### src/rtl/mm_miss_arbiter.sv
// Shares one main-memory read port between the I-cache and D-cache miss paths.
// Define MM_ARB_PERF_EN to build the fill/wait performance counters.
module mm_miss_arbiter #(
  parameter int unsigned TIMEOUT = 255,
  parameter int unsigned CNT_W   = 20
) (
  input  logic             CLK,
  input  logic             RESET,
  input  logic             I_MISS,
  input  logic [31:0]      I_ADDR,
  input  logic             D_MISS,
  input  logic [31:0]      D_ADDR,
  output logic             MM_REQ,
  output logic [31:0]      MM_ADDR,
  input  logic             MM_ACK,
  input  logic [31:0]      MM_RDATA,
  output logic             I_FILL,
  output logic             D_FILL,
  output logic [31:0]      FILL_DATA,
  output logic [1:0]       GRANT,
  output logic             STALL,
  output logic             ERR,
  output logic [CNT_W-1:0] CNT_I_FILL,
  output logic [CNT_W-1:0] CNT_D_FILL,
  output logic [CNT_W-1:0] CNT_WAIT
);

  localparam int unsigned WAIT_W = $clog2(TIMEOUT + 2);

  typedef enum logic [1:0] {
    S_IDLE,
    S_BUSY,
    S_FILL
  } state_e;

  state_e            state_q, state_d;
  logic [1:0]        grant_q, grant_d;
  logic              last_q,  last_d;   // 1: D was granted last
  logic [31:0]       addr_q,  addr_d;
  logic [31:0]       data_q,  data_d;
  logic              err_q,   err_d;
  logic [WAIT_W-1:0] wait_q,  wait_d;

  logic              pick_i, pick_d, can_grant;
  logic [31:0]       sel_addr;

  always_ff @(posedge CLK or negedge RESET) begin
    if (!RESET) begin
      state_q <= S_IDLE;
      grant_q <= '0;
      last_q  <= 1'b0;
      addr_q  <= '0;
      data_q  <= '0;
      err_q   <= 1'b0;
      wait_q  <= '0;
    end else begin
      state_q <= state_d;
      grant_q <= grant_d;
      last_q  <= last_d;
      addr_q  <= addr_d;
      data_q  <= data_d;
      err_q   <= err_d;
      wait_q  <= wait_d;
    end
  end

  always_comb begin
    state_d   = state_q;
    grant_d   = grant_q;
    last_d    = last_q;
    addr_d    = addr_q;
    data_d    = data_q;
    err_d     = err_q;
    wait_d    = wait_q;
    can_grant = 1'b0;

    pick_i   = I_MISS & (~D_MISS | last_q);
    pick_d   = D_MISS & (~I_MISS | ~last_q);
    sel_addr = pick_d ? D_ADDR : I_ADDR;

    unique case (state_q)
      S_IDLE: can_grant = 1'b1;
      S_BUSY: begin
        wait_d = wait_q + WAIT_W'(1);
        if (MM_ACK) begin
          data_d  = MM_RDATA;
          state_d = S_FILL;
        end else if (wait_q == WAIT_W'(TIMEOUT)) begin
          err_d   = 1'b1;
          grant_d = '0;
          state_d = S_IDLE;
        end
      end
      S_FILL: begin
        grant_d   = '0;
        state_d   = S_IDLE;
        can_grant = 1'b1;
      end
      default: state_d = S_IDLE;
    endcase

    // The FILL cycle arbitrates as IDLE would, so a waiting miss is granted
    // on the edge that leaves FILL and MM_REQ is low for just that one cycle.
    if (can_grant && (pick_i || pick_d)) begin
      state_d = S_BUSY;
      grant_d = pick_d ? 2'b10 : 2'b01;
      last_d  = pick_d;
      addr_d  = sel_addr & 32'hFFFF_FFFC;
      wait_d  = '0;
    end
  end

  assign MM_REQ    = (state_q == S_BUSY);
  assign STALL     = (state_q != S_IDLE);
  assign I_FILL    = (state_q == S_FILL) && (grant_q == 2'b01);
  assign D_FILL    = (state_q == S_FILL) && (grant_q == 2'b10);
  assign MM_ADDR   = addr_q;
  assign FILL_DATA = data_q;
  assign GRANT     = grant_q;
  assign ERR       = err_q;

`ifdef MM_ARB_PERF_EN
  logic [CNT_W-1:0] cnt_i_q, cnt_d_q, cnt_wait_q;

  always_ff @(posedge CLK or negedge RESET) begin
    if (!RESET) begin
      cnt_i_q    <= '0;
      cnt_d_q    <= '0;
      cnt_wait_q <= '0;
    end else if (state_q == S_BUSY) begin
      cnt_wait_q <= cnt_wait_q + CNT_W'(1);
      if (MM_ACK && grant_q == 2'b01) cnt_i_q <= cnt_i_q + CNT_W'(1);
      if (MM_ACK && grant_q == 2'b10) cnt_d_q <= cnt_d_q + CNT_W'(1);
    end
  end

  assign CNT_I_FILL = cnt_i_q;
  assign CNT_D_FILL = cnt_d_q;
  assign CNT_WAIT   = cnt_wait_q;
`else
  assign CNT_I_FILL = '0;
  assign CNT_D_FILL = '0;
  assign CNT_WAIT   = '0;
`endif

endmodule
### config.mk
export PLATFORM = sky130hd
export DESIGN_NAME = mm_miss_arbiter
export DESIGN_NICKNAME = d
export VERILOG_FILES = /design/src/rtl/mm_miss_arbiter.sv
export SDC_FILE = /design/constraint.sdc
export NUM_CORES = 1
export LEC_CHECK = 0
export BUFFER_PORTS_ARGS = -buffer_cell sky130_fd_sc_hd__buf_2
export CORE_ASPECT_RATIO = 0.6
export CORE_UTILIZATION = 47
export CTS_BUF_LIST = sky130_fd_sc_hd__clkbuf_8 sky130_fd_sc_hd__clkbuf_16
export DETAILED_ROUTE_END_ITERATION = 8
export PLACE_DENSITY = 0.92
export SYNTH_ARGS = -nofsm -noshare
export SYNTH_HDL_FRONTEND = slang
export SYNTH_SLANG_ARGS = --single-unit
### constraint.sdc
create_clock -name CLK -period 3.7 [get_ports CLK]
set_input_delay 0.37 -clock CLK [delete_from_list [all_inputs] [get_ports CLK]]
set_output_delay 0.37 -clock CLK [all_outputs]
set_load 0.01 [all_outputs]
# Word level (Yosys, flattened, before mapping)
# Cells that the tools add are included.
# word_totals
register_bits	77
latch_bits	0
ram_bits	0
rom_bits	0
inputBits	101
memories	0
# classes
n_addsub	1
n_mul	0
n_div	0
magnitude_cmp	0
eq_ne	9
shifts	0
mux	12
bitwise_logic	8
n_reduce_logical	13
# op_table
operator	n
$mux W32	1
$mux W9	2
$mux W2	6
$add A9 B1 Y9 const B	1
$eq A9 B8 Y1 const B	1
$pmux W2 S2	2
$reduce_and A3 Y1	2
$eq A2 B1 Y1 const B	2
$eq A2 B2 Y1 const B	2
$ne A4 B1 Y1 const B	1
$not A1 Y1	4
$reduce_and A2 Y1	2
$reduce_bool A2 Y1	2
$logic_and A1 B1 Y1	3
$ne A3 B1 Y1 const B	1
$ne A3 B2 Y1 const B	1
$reduce_bool A3 Y1	1
$and A1 B1 Y1	2
$logic_not A2 Y1	1
$ne A2 B2 Y1 const B	1
$or A1 B1 Y1	2
$reduce_or A2 Y1	1
$logic_or A1 B1 Y1	1
$mux W1	1

# Longest topological paths before layout
# logic_depth
ltp_word	7
depth_mapped	7
ltp_nobuf	7

# Least setup slack after synthesis
# OpenSTA, ideal clock, no wires.
# synth_path
path_kind	reg2reg
startpoint	register state_q[0]
endpoint	register data_q[10], in the netlist FILL_DATA[10]
arrival_ps	1365
setup_slack_ps	2210
path_stages_with_launch	8
path_cell_list	dfrtp_1 > buf_4 > nand2b_1 > buf_6 > clkinv_2 > nand2_4 > buf_6 > mux2_2
# synth_between
elab_chain_cells	2
# synth_rtl
item	line_no	rtl
start, declared	36	state_e state_q, state_d;
start signal, assigned	57	state_q <= state_d;
$eq A2 B1 Y1	--	
net MM_REQ	13	output logic MM_REQ,
$reduce_and A2 Y1 (no line)	--	
end signal, assigned	61	data_q <= data_d;
end, declared	40	logic [31:0] data_q, data_d;
# The timed path passes the listed nets, and every way through them passes these cells.
# A chain may end at the register's enable or synchronous reset.

# Worst setup path after layout
# layout_path
startpoint	register state_q[0]
endpoint	register addr_q[10], in the netlist MM_ADDR[10]
# layout_between
elab_chain_cells	4
# layout_rtl
item	line_no	rtl
$eq A2 B2 Y1 / $logic_not A2 Y1 (equally long branches)	81	unique case (state_q)
$reduce_or A2 Y1 (no line) (*)	--	
$mux W1 (*)	81	
$logic_and A1 B1 Y1 (*)	104	if (can_grant && (pick_i || pick_d)) begin
end signal, assigned	60	addr_q <= addr_d;
end, declared	39	logic [31:0] addr_q, addr_d;
# Mark *: on every way between the ends. The rest lies on a longest branch, timed or not.

==> impl_metrics.json <==
{
  "result_of_the_run": "finished clean",
  "power_switching_share_pct": 34.89,
  "cts_tree": "built",
  "clock_latency_ps": 330,
  "synthDominantAreaCellType": "sky130_fd_sc_hd__dfrtp_1",
  "hpwl_um": 5929,
  "cts.repair.resized": 0,
  "main_synth_ff_type": "sky130_fd_sc_hd__dfrtp_1",
  "final-setup-viol-count": 0,
  "cts_hold_buffers": 0,
  "grt_use_total_pct": 19.54,
  "die_area_mm2": 0.008343,
  "detail_route.first_pass.iterations": 4,
  "pin_count": 232,
  "end_kind": "register",
  "routedWlPerCell_um": 14.12,
  "post_synth_edffs": 0,
  "drt_first_iter_violations": 122,
  "totalNegativeSetupSlack_ps": 0,
  "finalWirelength_um": 8120,
  "power_frac_comb_pct": 38.9,
  "pwr-share-seq_pct": 38.9,
  "drv_cap": 0,
  "timing.critical_path.required_ps": 3960,
  "postCtsSetupRepairBufs": 0,
  "synthesized_cell_area_mm2": 0.003746,
  "power.density_mw_per_mm2": 791.7,
  "holdCritPathClass": "in -> async",
  "synth_top_cells_by_count": "sky130_fd_sc_hd__dfrtp_1, sky130_fd_sc_hd__buf_4, sky130_fd_sc_hd__a221o_1, sky130_fd_sc_hd__and2_1, sky130_fd_sc_hd__mux2_2",
  "clock_sink_count": 77,
  "postLayoutSetupSlackWorst_ps": 1774,
  "vdd_ir_drop_max_mv": 0.4169,
  "detailroute.via_count": 2752,
  "yosys.cell_count.top_type": "sky130_fd_sc_hd__dfrtp_1",
  "fillerInstances": 605,
  "yosysSeqAreaShare_pct": 51.44,
  "ys_top_cells_by_area": "sky130_fd_sc_hd__dfrtp_1, sky130_fd_sc_hd__buf_4, sky130_fd_sc_hd__mux2_2, sky130_fd_sc_hd__a221o_1, sky130_fd_sc_hd__and2_1",
  "floorplan.die.height_um": 71.16,
  "max-clock-path-buffers": 2,
  "grt_setup_unrepaired": "false",
  "total_power_mw": 3.680,
  "postSynthCellCount": 305,
  "floorplan.initialDensity_pct": 50.10,
  "hold-worst-slack_ps": 157.5,
  "relative_max_transition_margin_pct": 16.21,
  "net_load_switching_power_mw": 1.284,
  "grt_start_max_net_pins": 78,
  "placement.setup.worst_slack_ps": 1724,
  "synthDominantCellAreaShare_pct": 51.44,
  "synth_async_sr_flop_share_pct": 100.0,
  "clk_pin_slew_ps": 60,
  "cts_made_buffers": 9,
  "crit_fanout": 32,
  "yosysWarnings": 0,
  "worstPathArrival_ps": 2180,
  "flow.area_growth_from_synthesis_pct": 24.08,
  "achievable-frequency_mhz": 519.1,
  "antenna_cells_inserted": 0,
  "p_clk_share_pct": 22.2,
  "cellInternalPower_mw": 2.396,
  "critical_path.startpoint_type": "register",
  "synth_cell_types": 38,
  "timing_worst_setup_path_type": "reg -> reg",
  "postSynthRegisterBits": 77,
  "number_of_antenna_violations_at_the_first_check_in_global_routing": 0,
  "hold_violations": 0,
  "period_minus_slack_ps": 1926,
  "clock_tree.htree_level_count": 3,
  "timing_worst_slew_pin_value_ps": 1253,
  "syn_area_per_cell_um2": 12.28,
  "placementRows": 24,
  "finalClockSkew_ps": 9.741,
  "leakage_nw": 2.410,
  "core_area_mm2": 0.007477,
  "global_route_wire_length_before_repair_um": 12390,
  "first_global_vias": 2616,
  "place_congestion": 0.7450,
  "dpl.cell_count": 559,
  "layout-drive-gt1-share_pct": 46.71,
  "final-max-slew-violation-count": 0,
  "worst_r2r_path_depth": 2,
  "drc_errors": 0,
  "port_buffers": 165,
  "fin_nets": 569,
  "clk_root_buffer_cell": "sky130_fd_sc_hd__clkbuf_16",
  "final_period_util_pct": 52.07,
  "vias_per_cell": 4.786,
  "grt_overflow_total": 0,
  "die_w_um": 117.3,
  "ant_nets": 0,
  "fin_cells": 575
}
## flip-flops by register name (all words and copies together) (netlist names)
name / count
last_q: 1
FILL_DATA: 32
wait_q: 9
MM_ADDR: 30
ERR: 1
GRANT: 2
state_q: 2
## critical path: stages, from the launching register on
cell	delay, ps
sky130_fd_sc_hd__dfrtp_1	490
sky130_fd_sc_hd__a211oi_4	1050
sky130_fd_sc_hd__a221o_1	320
## cells in the final DEF (no fill, tap or decap), types with 5 or more instances in the layout
master / instances
sky130_fd_sc_hd__a221o_1: 30
sky130_fd_sc_hd__and2_1: 30
sky130_fd_sc_hd__buf_2: 164
sky130_fd_sc_hd__clkbuf_16: 9
sky130_fd_sc_hd__conb_1: 62
sky130_fd_sc_hd__dfrtp_1: 77
sky130_fd_sc_hd__inv_1: 7
sky130_fd_sc_hd__mux2_2: 30
sky130_fd_sc_hd__o21ai_0: 5
## area by class of cell
cell class              count  area, µm²  area share, %
clock buffers              10      239.0          5.141
flip-flops and latches     77       1927          41.45
well taps                 104      130.1          2.799
inverters                   9      35.03         0.7537
multi-input cells         204       1443          31.04
repair buffers            165      828.3          17.82
clock inverters             6      46.29         0.9960
## through the flow
step | instance area [µm²] | utilization [%]
detailed placement | 4363 | 58.35
global placement | 4363 | 58.35
CTS | 4648 | 62.17
floorplan | 3975 | -
global route | 4648 | 62.17
finish | 4648 | 62.17
## cell families after synthesis
family / after synthesis / synth area share, %
AOI/OAI and AO/OA: 51 / 12.29
xor gates and xnor gates: 1 / 0.2338
adders and majority gates: 2 / 0.6679
buffers and inverters: 85 / 16.37
DFF: 77 / 51.44
muxes: 32 / 9.820
other: 1 / 0.1001
and+or+nand+nor: 56 / 9.085
## worst paths after layout
check | from | endpoint | slack [ps]
setup / recovery | state_q[0] | MM_ADDR[10] | 1770
setup reg to reg | state_q[0] | MM_ADDR[10] | 1770
hold / removal | RESET | MM_ADDR[21] | 160
max in group asynchronous | RESET | FILL_DATA[4] | 2880
min in group CLK | MM_RDATA[29] | FILL_DATA[29] | 270
hold reg to reg | ERR | ERR | 480
## metal layers
layer  vias up  global-route usage (%)  share of wire (%)
met4         0                   4.501               0.89
met1      1334                   23.41                 41
met5         -                       0                  0
met3         8                   6.427                6.9
li1       1278                       -                  -
met2       132                   34.12                 51
## power by group through the flow
stage | Combinational [mW] | Clock (mW) | Sequential [mW]
6_report | 1.43 | 0.817 | 1.43
5_1_grt | 1.56 | 0.876 | 1.47
4_1_cts | 1.44 | 0.837 | 1.43
3_5_place_dp | 1.44 | 0 | 1.43
3_3_place_gp | 1.39 | 0 | 1.41
2_1_floorplan | 0.806 | 0 | 1.57
Note: power is estimated with default switching activity, not from simulation.
